[config.mk]
export PLATFORM = sky130hd
export DESIGN_NAME = pong_referee_flat
export DESIGN_NICKNAME = d
export VERILOG_FILES = /design/src/rtl/pong_referee_if.sv /design/src/rtl/pong_referee.sv /design/src/flat_wrapper.sv
export SDC_FILE = /design/constraint.sdc
export NUM_CORES = 1
export LEC_CHECK = 0
export BUFFER_PORTS_ARGS = -buffer_cell sky130_fd_sc_hd__buf_2
export CAP_MARGIN = 15
export CORE_MARGIN = 4
export CORE_UTILIZATION = 53
export CTS_CLUSTER_DIAMETER = 40
export DETAILED_ROUTE_END_ITERATION = 8
export PLACE_DENSITY = 0.75
export SYNTH_ARGS = -nofsm -noshare
export SYNTH_HDL_FRONTEND = slang
export SYNTH_SLANG_ARGS = --single-unit
[constraint.sdc]
create_clock -name clk -period 4.4 [get_ports clk]
set_input_delay 1.32 -clock clk [delete_from_list [all_inputs] [get_ports clk]]
set_output_delay 1.32 -clock clk [all_outputs]
set_load 0.005 [all_outputs]
[src/rtl/pong_referee_if.sv]
// Referee-side signal bundle: GPIO-derived controls in, ball/score/state out.
interface pong_referee_if;
    logic       frame_tick;
    logic [9:0] y_pos_1;
    logic [9:0] y_pos_2;
    logic [1:0] ctrl;
    logic [9:0] ball_x;
    logic [9:0] ball_y;
    logic [15:0] score;
    logic [2:0] state;
    logic       game_over;

    modport master (
        output frame_tick, y_pos_1, y_pos_2, ctrl,
        input  ball_x, ball_y, score, state, game_over
    );

    modport slave (
        input  frame_tick, y_pos_1, y_pos_2, ctrl,
        output ball_x, ball_y, score, state, game_over
    );
endinterface

[src/rtl/pong_referee.sv]
// Pong game sequencer: ball motion, bounces, BCD scoring and
// the serve/play/point/over state machine, advanced once per frame.
module pong_referee #(
    parameter int H_RES        = 640,
    parameter int V_RES        = 480,
    parameter int BALL_SIZE    = 8,
    parameter int PADDLE_W     = 8,
    parameter int PADDLE_H     = 64,
    parameter int PADDLE1_X    = 16,
    parameter int PADDLE2_X    = 616,
    parameter int SPEED        = 2,
    parameter int WIN_SCORE    = 11,
    parameter int SERVE_FRAMES = 60
) (
    input logic           clk,
    input logic           reset,
    pong_referee_if.slave bus
);
    typedef enum logic [2:0] {
        IDLE  = 3'd0,
        SERVE = 3'd1,
        PLAY  = 3'd2,
        POINT = 3'd3,
        OVER  = 3'd4
    } state_t;

    localparam int CW = $clog2(SERVE_FRAMES + 1);
    localparam logic [9:0] CX = 10'(H_RES / 2 - BALL_SIZE / 2);
    localparam logic [9:0] CY = 10'(V_RES / 2 - BALL_SIZE / 2);
    localparam logic signed [11:0] SP   = 12'(SPEED);
    localparam logic signed [11:0] BS   = 12'(BALL_SIZE);
    localparam logic signed [11:0] PH   = 12'(PADDLE_H);
    localparam logic signed [11:0] YMAX = 12'(V_RES - BALL_SIZE);
    localparam logic signed [11:0] XMAX = 12'(H_RES - BALL_SIZE);
    localparam logic signed [11:0] LHIT = 12'(PADDLE1_X + PADDLE_W);
    localparam logic signed [11:0] RHIT = 12'(PADDLE2_X - BALL_SIZE);
    localparam logic [7:0] WIN_BCD = 8'((WIN_SCORE / 10) * 16 + WIN_SCORE % 10);

    state_t        st;
    logic [CW-1:0] cnt;
    logic [9:0]    bx, by;
    logic          dx, dy;
    logic [15:0]   sc;
    logic          p1_scored;
    logic          over;

    logic signed [11:0] x, y, nx, ny, p1, p2;
    logic       ov1, ov2, hit, to_p1, run;
    logic [9:0] step_x, step_y;
    logic       step_dx, step_dy;
    logic [7:0] new_pair;

    function automatic logic [7:0] bcd_inc(input logic [7:0] v);
        if (v[3:0] == 4'd9) bcd_inc = {v[7:4] + 4'd1, 4'd0};
        else                bcd_inc = {v[7:4], v[3:0] + 4'd1};
    endfunction

    assign run = bus.frame_tick && (bus.ctrl == 2'b01);

    always_comb begin
        x  = {2'b00, bx};
        y  = {2'b00, by};
        p1 = {2'b00, bus.y_pos_1};
        p2 = {2'b00, bus.y_pos_2};
        nx = dx ? x + SP : x - SP;
        ny = dy ? y + SP : y - SP;
        // overlap tests use the ball row before this frame's step
        ov1 = (y + BS > p1) && (y < p1 + PH);
        ov2 = (y + BS > p2) && (y < p2 + PH);
        step_x  = bx;
        step_dx = dx;
        hit     = 1'b0;
        to_p1   = 1'b0;
        if (!dx) begin
            if (nx <= LHIT && x >= LHIT && ov1) begin
                step_x  = LHIT[9:0];
                step_dx = 1'b1;
            end else if (nx <= 12'sd0) begin
                hit = 1'b1;
            end else begin
                step_x = nx[9:0];
            end
        end else begin
            if (nx >= RHIT && x <= RHIT && ov2) begin
                step_x  = RHIT[9:0];
                step_dx = 1'b0;
            end else if (nx >= XMAX) begin
                hit   = 1'b1;
                to_p1 = 1'b1;
            end else begin
                step_x = nx[9:0];
            end
        end
        step_y  = ny[9:0];
        step_dy = dy;
        if (ny <= 12'sd0) begin
            step_y  = 10'd0;
            step_dy = 1'b1;
        end else if (ny >= YMAX) begin
            step_y  = YMAX[9:0];
            step_dy = 1'b0;
        end
        new_pair = bcd_inc(p1_scored ? sc[15:8] : sc[7:0]);
    end

    always_ff @(posedge clk) begin
        if (!reset || bus.ctrl[1]) begin
            st        <= IDLE;
            cnt       <= '0;
            bx        <= CX;
            by        <= CY;
            dx        <= 1'b1;
            dy        <= 1'b1;
            sc        <= 16'h0000;
            p1_scored <= 1'b0;
            over      <= 1'b0;
        end else begin
            unique case (st)
                IDLE: if (bus.ctrl == 2'b01) begin
                    st  <= SERVE;
                    cnt <= '0;
                end
                SERVE: if (run) begin
                    if (cnt == CW'(SERVE_FRAMES - 1)) st <= PLAY;
                    else cnt <= cnt + 1'b1;
                end
                PLAY: if (run) begin
                    if (hit) begin
                        p1_scored <= to_p1;
                        st        <= POINT;
                    end else begin
                        bx <= step_x;
                        by <= step_y;
                        dx <= step_dx;
                        dy <= step_dy;
                    end
                end
                POINT: begin
                    if (p1_scored) sc[15:8] <= new_pair;
                    else           sc[7:0]  <= new_pair;
                    bx <= CX;
                    by <= CY;
                    // serve toward the player who just conceded
                    dx <= p1_scored;
                    if (new_pair == WIN_BCD) begin
                        st   <= OVER;
                        over <= 1'b1;
                    end else begin
                        st  <= SERVE;
                        cnt <= '0;
                    end
                end
                OVER: ;
                default: st <= IDLE;
            endcase
        end
    end

    assign bus.ball_x    = bx;
    assign bus.ball_y    = by;
    assign bus.score     = sc;
    assign bus.state     = st;
    assign bus.game_over = over;
endmodule
[src/flat_wrapper.sv]
// flat-port wrapper written by rule: the top's interface ports become plain ports
module pong_referee_flat 
#(
    parameter int H_RES        = 640,
    parameter int V_RES        = 480,
    parameter int BALL_SIZE    = 8,
    parameter int PADDLE_W     = 8,
    parameter int PADDLE_H     = 64,
    parameter int PADDLE1_X    = 16,
    parameter int PADDLE2_X    = 616,
    parameter int SPEED        = 2,
    parameter int WIN_SCORE    = 11,
    parameter int SERVE_FRAMES = 60
)
  (clk, reset, bus_frame_tick, bus_y_pos_1, bus_y_pos_2, bus_ctrl, bus_ball_x, bus_ball_y, bus_score, bus_state, bus_game_over);
  pong_referee_if bus_i ();
  input logic clk;
  input logic reset;
  input wire logic [$bits(bus_i.frame_tick)-1:0] bus_frame_tick;
  input wire logic [$bits(bus_i.y_pos_1)-1:0] bus_y_pos_1;
  input wire logic [$bits(bus_i.y_pos_2)-1:0] bus_y_pos_2;
  input wire logic [$bits(bus_i.ctrl)-1:0] bus_ctrl;
  output wire logic [$bits(bus_i.ball_x)-1:0] bus_ball_x;
  output wire logic [$bits(bus_i.ball_y)-1:0] bus_ball_y;
  output wire logic [$bits(bus_i.score)-1:0] bus_score;
  output wire logic [$bits(bus_i.state)-1:0] bus_state;
  output wire logic [$bits(bus_i.game_over)-1:0] bus_game_over;
  assign bus_i.frame_tick = bus_frame_tick;
  assign bus_i.y_pos_1 = bus_y_pos_1;
  assign bus_i.y_pos_2 = bus_y_pos_2;
  assign bus_i.ctrl = bus_ctrl;
  assign bus_ball_x = bus_i.ball_x;
  assign bus_ball_y = bus_i.ball_y;
  assign bus_score = bus_i.score;
  assign bus_state = bus_i.state;
  assign bus_game_over = bus_i.game_over;
  pong_referee #(.H_RES(H_RES), .V_RES(V_RES), .BALL_SIZE(BALL_SIZE), .PADDLE_W(PADDLE_W), .PADDLE_H(PADDLE_H), .PADDLE1_X(PADDLE1_X), .PADDLE2_X(PADDLE2_X), .SPEED(SPEED), .WIN_SCORE(WIN_SCORE), .SERVE_FRAMES(SERVE_FRAMES)) u_core (.clk(clk), .reset(reset), .bus(bus_i));
endmodule
==> key figures, run 1 <==
Drt
  • Number of iterations in the first detailed-routing pass: 5
  • ANT nets after route: 0
  • Via count: 4077
  • Post-DR vias/cell: 5.89
  • DRC: 0
  • Routed length per instance: 15.0 µm
  • Final Routed Wirelength: 10.4 mm
  • Detailed router's first-iteration violation count: 262

Floorplan
  • Die area: 9310 µm²
  • Std cell rows: 31
  • Area of the placeable core: 7450 µm²
  • IO Pins: 65
  • Chip height: 96.5 µm
  • Floorplan die width: 96.5 µm
  • Initial Util: 55.7%

Place
  • Weighted congestion reported at the end of routability-driven placement: 0.923
  • Post-Place Cell Area: 4520 µm²
  • Pre-CTS worst setup slack: -2.44 ps
  • IO Port Bufs: 62
  • Detailed placer's ending HPWL: 8.05 mm

Critical path
  • Required time at the endpoint of the critical path: 4640 ps
  • Setup crit start kind: input pin
  • Kind of end point of the critical path: flop
  • Start of the worst register-to-register path: u_core.bus.ball_y[6]
  • Critical Path Slowest Stage Cell: sky130_fd_sc_hd__a2111oi_0
  • Depth of the most critical reg-to-reg path: 15
  • Startpoint of the worst setup timing path: bus_y_pos_2[6]
  • Largest fanout on the critical path: 11
  • Delay of the slowest cell on the worst path: 420 ps
  • Ordered cell list for the critical path: buf_2 > ha_1 > xnor2_1 > ha_1 > nand3_1 > nor2_1 > a2111oi_0 > a21oi_1 > a2111oi_0 > buf_4 > a21boi_2 > a211o_4 > buf_4 > o31ai_1 > a21o_1
  • Kind of critical path: in2reg
  • Arrival time at the worst endpoint: 4410 ps

STA
  • RSZ-0062 raised after global routing: no
  • Worst Max-Slew Pin Slew: 834 ps
  • # setup viols final: 0
  • Final hold viol count: 0
  • Highest clock rate: 0.240 GHz
  • Post-route clock period utilization: 94.7%
  • Setup ws final: 233 ps
  • Final critical-path required period: 4170 ps
  • Clock skew: 8.45 ps
  • Pins Over Slew Limit: 0
  • Max-Slew Margin vs Limit: 43.9%

Clock network
  • Number of clock sinks: 47
  • Post-CTS setup buffers: 0
  • Clock-pin slew on the worst setup and hold paths: 90 ps
  • Buffer cell driving the clock tree root: sky130_fd_sc_hd__clkbuf_8
  • H-Tree Level Count: 2
  • Clock latency reported for the late side of the worst-skew pair: 300 ps
  • Gates resized, CTS repair: 0
  • Buffers from clock root to sink, at most: 2
  • Hold Buf Count CTS: 0
  • CTS tree: built
  • Inserted Clock Buffers: 5

Final layout
  • Final standard cell area without fillers: 4650 µm²
  • Multi-input combinational cell area: 2950 µm²
  • Diode insertion count for antenna repair: 0
  • Area growth from synthesis to layout: 12.1%
  • Layout cell share with drive strength beyond 1: 16.0%
  • Sequential cell area in the final layout: 941 µm²
  • Nets: 660
  • Count of filler cells inserted in the layout: 704

Global routing
  • Met2 capacity usage during global routing: 37.5%
  • Maximum number of pins on one net before global-route repair: 32
  • Gr busiest metal: met2
  • GR Util All Layers: 23.4%
  • Gr ovfl total: 0
  • Grt met3 use: 3.80%
  • Number of antenna violations at the first check in global routing: 0
  • Vias in the first global route: 3733
  • First-pass GRT wire length: 17.8 mm
  • Met1 capacity usage during global routing: 33.6%

Power and ir drop
  • P_sw: 192 µW
  • Part of the power in the clock network: 42.1%
  • Comb pwr share: 9.6%
  • Switch share: 21.8%
  • Static Leak: 1.96 nW
  • Int Power: 690 µW
  • Maximum resistive drop on vdd: 0.152 mV
  • Share of total power in sequential cells: 48.3%
  • Power Density: 190 nW/µm²

Logic synthesis
  • Synthesis Warnings: 0
  • Cells after Synth: 541
  • Synth Flop Type: sky130_fd_sc_hd__dfxtp_1
  • Distinct cell type count after synthesis: 70
  • Synthesized cell area: 4150 µm²
  • Number of storage elements in the synthesis netlist: 47
  • Mean post-synth cell area: 7.67 µm²
  • Sequential area share after synthesis: 22.7%
  • Fraction of registers with async set or reset after synthesis: 0%
  • Number of synthesized flops with an enable pin: 0

Outcome
  • Result of the run: complete, no violations

Flow run
  • Max-cap violations: 0

Worst hold path
  • Count of cells along the worst hold path: 2
  • Worst min path class: reg2reg
  • Hold path startpoint: u_core.bus.game_over
[area by class of cell]
type	instances	area share, %
multi-input combinational	433	63.5
clock inverter	2	1.29
timing repair buffer	69	7.80
tap	99	2.66
inverter	36	2.91
clock buffer	6	1.56
sequential	47	20.2
[layout by cell type, fill, tap and decap left out, types with 9 or more instances in the layout]
cell type                  synthesis  layout
sky130_fd_sc_hd__a211oi_1         11      11
sky130_fd_sc_hd__a21oi_1          35      35
sky130_fd_sc_hd__buf_2             1      62
sky130_fd_sc_hd__dfxtp_1          47      47
sky130_fd_sc_hd__ha_1             43      43
sky130_fd_sc_hd__inv_1            36      36
sky130_fd_sc_hd__mux2i_1          10      10
sky130_fd_sc_hd__nand2_1          44      44
sky130_fd_sc_hd__nand2b_1          9       9
sky130_fd_sc_hd__nand3_1          27      27
sky130_fd_sc_hd__nand4_1          10      10
sky130_fd_sc_hd__nor2_1           59      59
sky130_fd_sc_hd__nor3_1           15      15
sky130_fd_sc_hd__o21ai_0          20      20
sky130_fd_sc_hd__xnor2_1          16      16
sky130_fd_sc_hd__xor2_1           21      21
[logic make-up after synthesis]
group | count (synthesis) | synth area share [%]
adders and majority gates | 43 | 13.0
and+or+nand+nor | 205 | 24.3
muxes | 16 | 4.04
DFF | 47 | 22.7
buffers and inverters | 62 | 6.18
AOI/OAI and AO/OA | 130 | 21.9
xor gates and xnor gates | 37 | 7.81
other | 1 | 0.0904
[worst max-delay path, delay by kind of cell]
family | cells | cell delay [ps]
adders and majority gates | 2 | 490
AOI/OAI and AO/OA | 7 | 1760
xor gates and xnor gates | 1 | 180
buffers and inverters | 3 | 490
and+or+nand+nor | 2 | 170
[stage by stage]
| step | total power [mW] | hold WS (ps) | utilization [%] | instances | TNS (ps) |
|---|---|---|---|---|---|
| floorplan | 0.493 | 459 | - | 542 | 0 |
| global placement | 0.517 | 451 | 60.7 | 684 | 0 |
| detailed placement | 0.520 | 453 | 60.7 | 684 | -2.44 |
| CTS | 0.887 | 475 | 62.4 | 692 | 0 |
| global route | 0.915 | 501 | 62.4 | 692 | 0 |
| finish | 0.883 | 468 | 62.4 | 692 | 0 |
[registers in the layout (all words and copies together), names as in the netlist]
name / count
u_core.bus.state: 3
u_core.bus.ball_y: 9
u_core.bus.game_over: 1
u_core.cnt: 6
u_core.dy: 1
u_core.dx: 1
u_core.bus.score: 16
u_core.bus.ball_x: 9
u_core.p1_scored: 1
[routing by layer]
layer / vias up / part of all wire [%] / wire (µm)
li1: 2055 / - / -
met1: 1875 / 47 / 4870
met2: 141 / 46 / 4770
met3: 6 / 6.9 / 722
met4: 0 / 0.33 / 34
met5: - / 0 / 0
[cells in the mapped netlist (all sizes together), types with 3 or more instances]
cell type	instances	area [µm²]
a21oi	35	175
a21boi	4	33.8
dfxtp	47	941
a211oi	11	82.6
or3	7	45.1
o31a	5	43.8
buf	7	50.0
nor2b	4	25.0
o31ai	5	37.5
a21o	8	60.1
nor4	8	56.3
mux2	6	67.6
xnor2	16	140
clkbuf	19	71.3
nor3	15	75.1
and3	7	48.8
and2	4	25.0
nand4	10	62.6
nand2b	9	56.3
xor2	21	184
nor2	59	221
nand3	27	135
a31oi	3	18.8
ha	43	538
mux2i	10	100
a211o	6	61.3
o21ai	20	100
a22o	3	26.3
nand2	44	165
inv	36	135
[path summary, 6_finish.rpt]
path                                             end  slack, ps
worst max register to register  u_core.bus.ball_x[8]        720
worst min-delay path            u_core.bus.game_over        470
worst min register to register  u_core.bus.game_over        470
worst max-delay path            u_core.bus.ball_x[8]        230
[power by group through the flow]
| stage | Clock (mW) | Sequential [mW] | Combinational [mW] |
|---|---|---|---|
| 6_report | 0.371 | 0.426 | 0.0849 |
| 5_1_grt | 0.390 | 0.427 | 0.0980 |
| 4_1_cts | 0.376 | 0.426 | 0.0847 |
| 3_5_place_dp | 0 | 0.436 | 0.0840 |
| 3_3_place_gp | 0 | 0.436 | 0.0802 |
| 2_1_floorplan | 0 | 0.436 | 0.0575 |
Note: power is estimated with default switching activity, not from simulation.
==> run 2, diff against run 1 <==
==> constraint.sdc (replaced) <==
create_clock -name clk -period 4.4 [get_ports clk]
set_input_delay 0.44 -clock clk [delete_from_list [all_inputs] [get_ports clk]]
set_output_delay 0.44 -clock clk [all_outputs]
set_load 0.005 [all_outputs]
==> key figures, run 2 (synthesized netlist as in run 1, its figures left out) <==
STA
  • Final critical-path required period: 3960 ps (-209 ps)
  • Worst Max-Slew Pin Slew: 806 ps (-28.0 ps)
  • Pins Over Slew Limit: 0 (unchanged)
  • Max-Slew Margin vs Limit: 44.9% (+0.99 points)
  • RSZ-0062 raised after global routing: no
  • Clock skew: 6.18 ps (-2.26 ps)
  • Min Hold Slack: 478 ps (+10.2 ps)
  • Final hold viol count: 0 (unchanged)
  • Setup total negative slack: 0 ps (unchanged)
  • Highest clock rate: 0.253 GHz (+5.3%)
  • Post-route clock period utilization: 90.0% (-4.8 points)
  • # setup viols final: 0 (unchanged)
  • Setup ws final: 442 ps (+209 ps)

Global routing
  • Vias in the first global route: 3697 (-0.96%)
  • GR Util All Layers: 23.1% (-0.38 points)
  • Number of antenna violations at the first check in global routing: 0 (unchanged)
  • Gr ovfl total: 0 (unchanged)
  • First-pass GRT wire length: 17.3 mm (-2.6%)
  • Maximum number of pins on one net before global-route repair: 32 (unchanged)

Place
  • IO Port Bufs: 62 (unchanged)
  • Pre-CTS worst setup slack: 457 ps (+459 ps)
  • Weighted congestion reported at the end of routability-driven placement: 0.940 (+1.8%)
  • Detailed placer's ending HPWL: 8.18 mm (+1.7%)

Clock network
  • Clock-pin slew on the worst setup and hold paths: 90 ps (about the same)
  • Inserted Clock Buffers: 5 (unchanged)
  • Post-CTS setup buffers: 0 (unchanged)
  • H-Tree Level Count: 2 (unchanged)
  • Number of clock sinks: 47 (unchanged)
  • Gates resized, CTS repair: 0 (unchanged)
  • Buffers from clock root to sink, at most: 2 (unchanged)
  • Hold Buf Count CTS: 0 (unchanged)
  • Buffer cell driving the clock tree root: sky130_fd_sc_hd__clkbuf_8
  • CTS tree: built
  • Clock latency reported for the late side of the worst-skew pair: 300 ps (about the same)

Power and ir drop
  • Static Leak: 1.92 nW (-2.0%)
  • Maximum resistive drop on vdd: 0.115 mV (-24%)
  • Power Density: 169 nW/µm² (-11%)

Worst hold path
  • Worst min path class: reg2reg

Drt
  • ANT nets after route: 0 (unchanged)
  • Routed length per instance: 15.2 µm (+1.2%)
  • Via count: 4083 (+0.15%)
  • Number of iterations in the first detailed-routing pass: 5 (unchanged)
  • Detailed router's first-iteration violation count: 344 (+31%)
  • DRC: 0 (unchanged)
  • Final Routed Wirelength: 10.5 mm (+0.80%)
  • Post-DR vias/cell: 5.93 (+0.58%)

Critical path
  • Arrival time at the worst endpoint: 4160 ps (-250 ps)
  • Depth of the most critical reg-to-reg path: 13 (-2)
  • Largest fanout on the critical path: 13 (+2)
  • Required time at the endpoint of the critical path: 4600 ps (-40 ps)
  • Kind of end point of the critical path: flop
  • Setup crit start kind: flop
  • Startpoint of the worst setup timing path: u_core.bus.ball_y[5]
  • Worst r2r dst: u_core.bus.ball_x[8]
  • Termination of the worst setup path: u_core.bus.ball_x[8]
  • Start of the worst register-to-register path: u_core.bus.ball_y[5]
  • Kind of critical path: reg2reg
  • Register-to-register path setup slack: 440 ps (-280 ps)

Floorplan
  • Die area: 9310 µm² (unchanged)
  • Chip height: 96.5 µm (unchanged)
  • Area of the placeable core: 7450 µm² (unchanged)
  • Std cell rows: 31 (unchanged)
  • Initial Util: 55.7% (unchanged)
  • IO Pins: 65 (unchanged)
  • Floorplan die width: 96.5 µm (unchanged)

Final layout
  • Commonest non-fill, non-tap cell in the layout: sky130_fd_sc_hd__buf_2
  • Number of flip-flops in the largest register: 16 (unchanged)
  • Most frequent cells in the layout: sky130_fd_sc_hd__buf_2 (62), sky130_fd_sc_hd__nor2_1 (59), sky130_fd_sc_hd__dfxtp_1 (47), sky130_fd_sc_hd__nand2_1 (44), sky130_fd_sc_hd__ha_1 (43)
  • Layout cell share with drive strength beyond 1: 15.8% (-0.26 points)
  • Area growth from synthesis to layout: 10.5%
  • Nets: 657 (-0.45%)
  • Diode insertion count for antenna repair: 0 (unchanged)
  • Count of filler cells inserted in the layout: 702 (-0.28%)

Flow run
  • Max-cap violations: 0 (unchanged)

Outcome
  • Result of the run: complete, no violations
## run 2: worst max-delay path, cell delays in order, from the launching register on
cell                        delay (ps)
sky130_fd_sc_hd__dfxtp_1           640
sky130_fd_sc_hd__nand3_1           310
sky130_fd_sc_hd__nor2_1            200
sky130_fd_sc_hd__xor2_1            230
sky130_fd_sc_hd__ha_1              280
sky130_fd_sc_hd__nand4_1            90
sky130_fd_sc_hd__nor3_1             50
sky130_fd_sc_hd__a21oi_1           110
sky130_fd_sc_hd__a21oi_1            70
sky130_fd_sc_hd__a2111oi_0         650
sky130_fd_sc_hd__a21boi_2          230
sky130_fd_sc_hd__a211oi_1          610
sky130_fd_sc_hd__o21ai_0           180
sky130_fd_sc_hd__a21o_1            210
## run 2: cell type report
cell class	count	area [µm²]	share of cell area (%)
Clock inverter	3	20.0	0.437
Tap cell	99	124	2.70
Timing Repair Buffer	66	340	7.43
Multi-Input combinational cell	433	2950	64.5
Inverter	36	135	2.95
Clock buffer	5	68.8	1.50
Sequential cell	47	941	20.5
## run 2: per-layer routing
| layer | wire length, µm | up-vias | global-route usage, % |
|---|---|---|---|
| met5 | 0 | - | 0 |
| met4 | 126 | 0 | 4.67 |
| met3 | 604 | 16 | 3.95 |
| met2 | 4750 | 112 | 37.5 |
| met1 | 4990 | 1911 | 32.1 |
| li1 | - | 2044 | - |
## run 2: stage by stage
stage | power, mW | cells | utilization (%) | area, µm²
CTS | 0.783 | 689 | 61.5 | 4580
detailed placement | 0.521 | 681 | 60.3 | 4490
global placement | 0.518 | 681 | 60.3 | 4490
global route | 0.814 | 689 | 61.5 | 4580
finish | 0.776 | 689 | 61.5 | 4580
floorplan | 0.493 | 542 | - | 4150
## run 2: power by group
group | leakage (nW) | switching (mW) | internal [mW]
Clock | 0.0402 | 0.153 | 0.111
Sequential | 0.379 | 0.00114 | 0.425
Combinational | 1.50 | 0.0488 | 0.0372
Total | 1.92 | 0.203 | 0.573
## run 2: how the worst min path moves through the flow
stage	startpoint	to	slack, ps	depth (start not counted)
5_1_grt	u_core.cnt[1]	u_core.cnt[1]	520	2
2_1_floorplan	u_core.cnt[1]	u_core.cnt[1]	460	2
4_1_cts	u_core.bus.game_over	u_core.bus.game_over	480	2
6_report	u_core.bus.game_over	u_core.bus.game_over	480	2
3_5_place_dp	u_core.bus.game_over	u_core.bus.game_over	460	2
3_3_place_gp	u_core.bus.game_over	u_core.bus.game_over	450	2
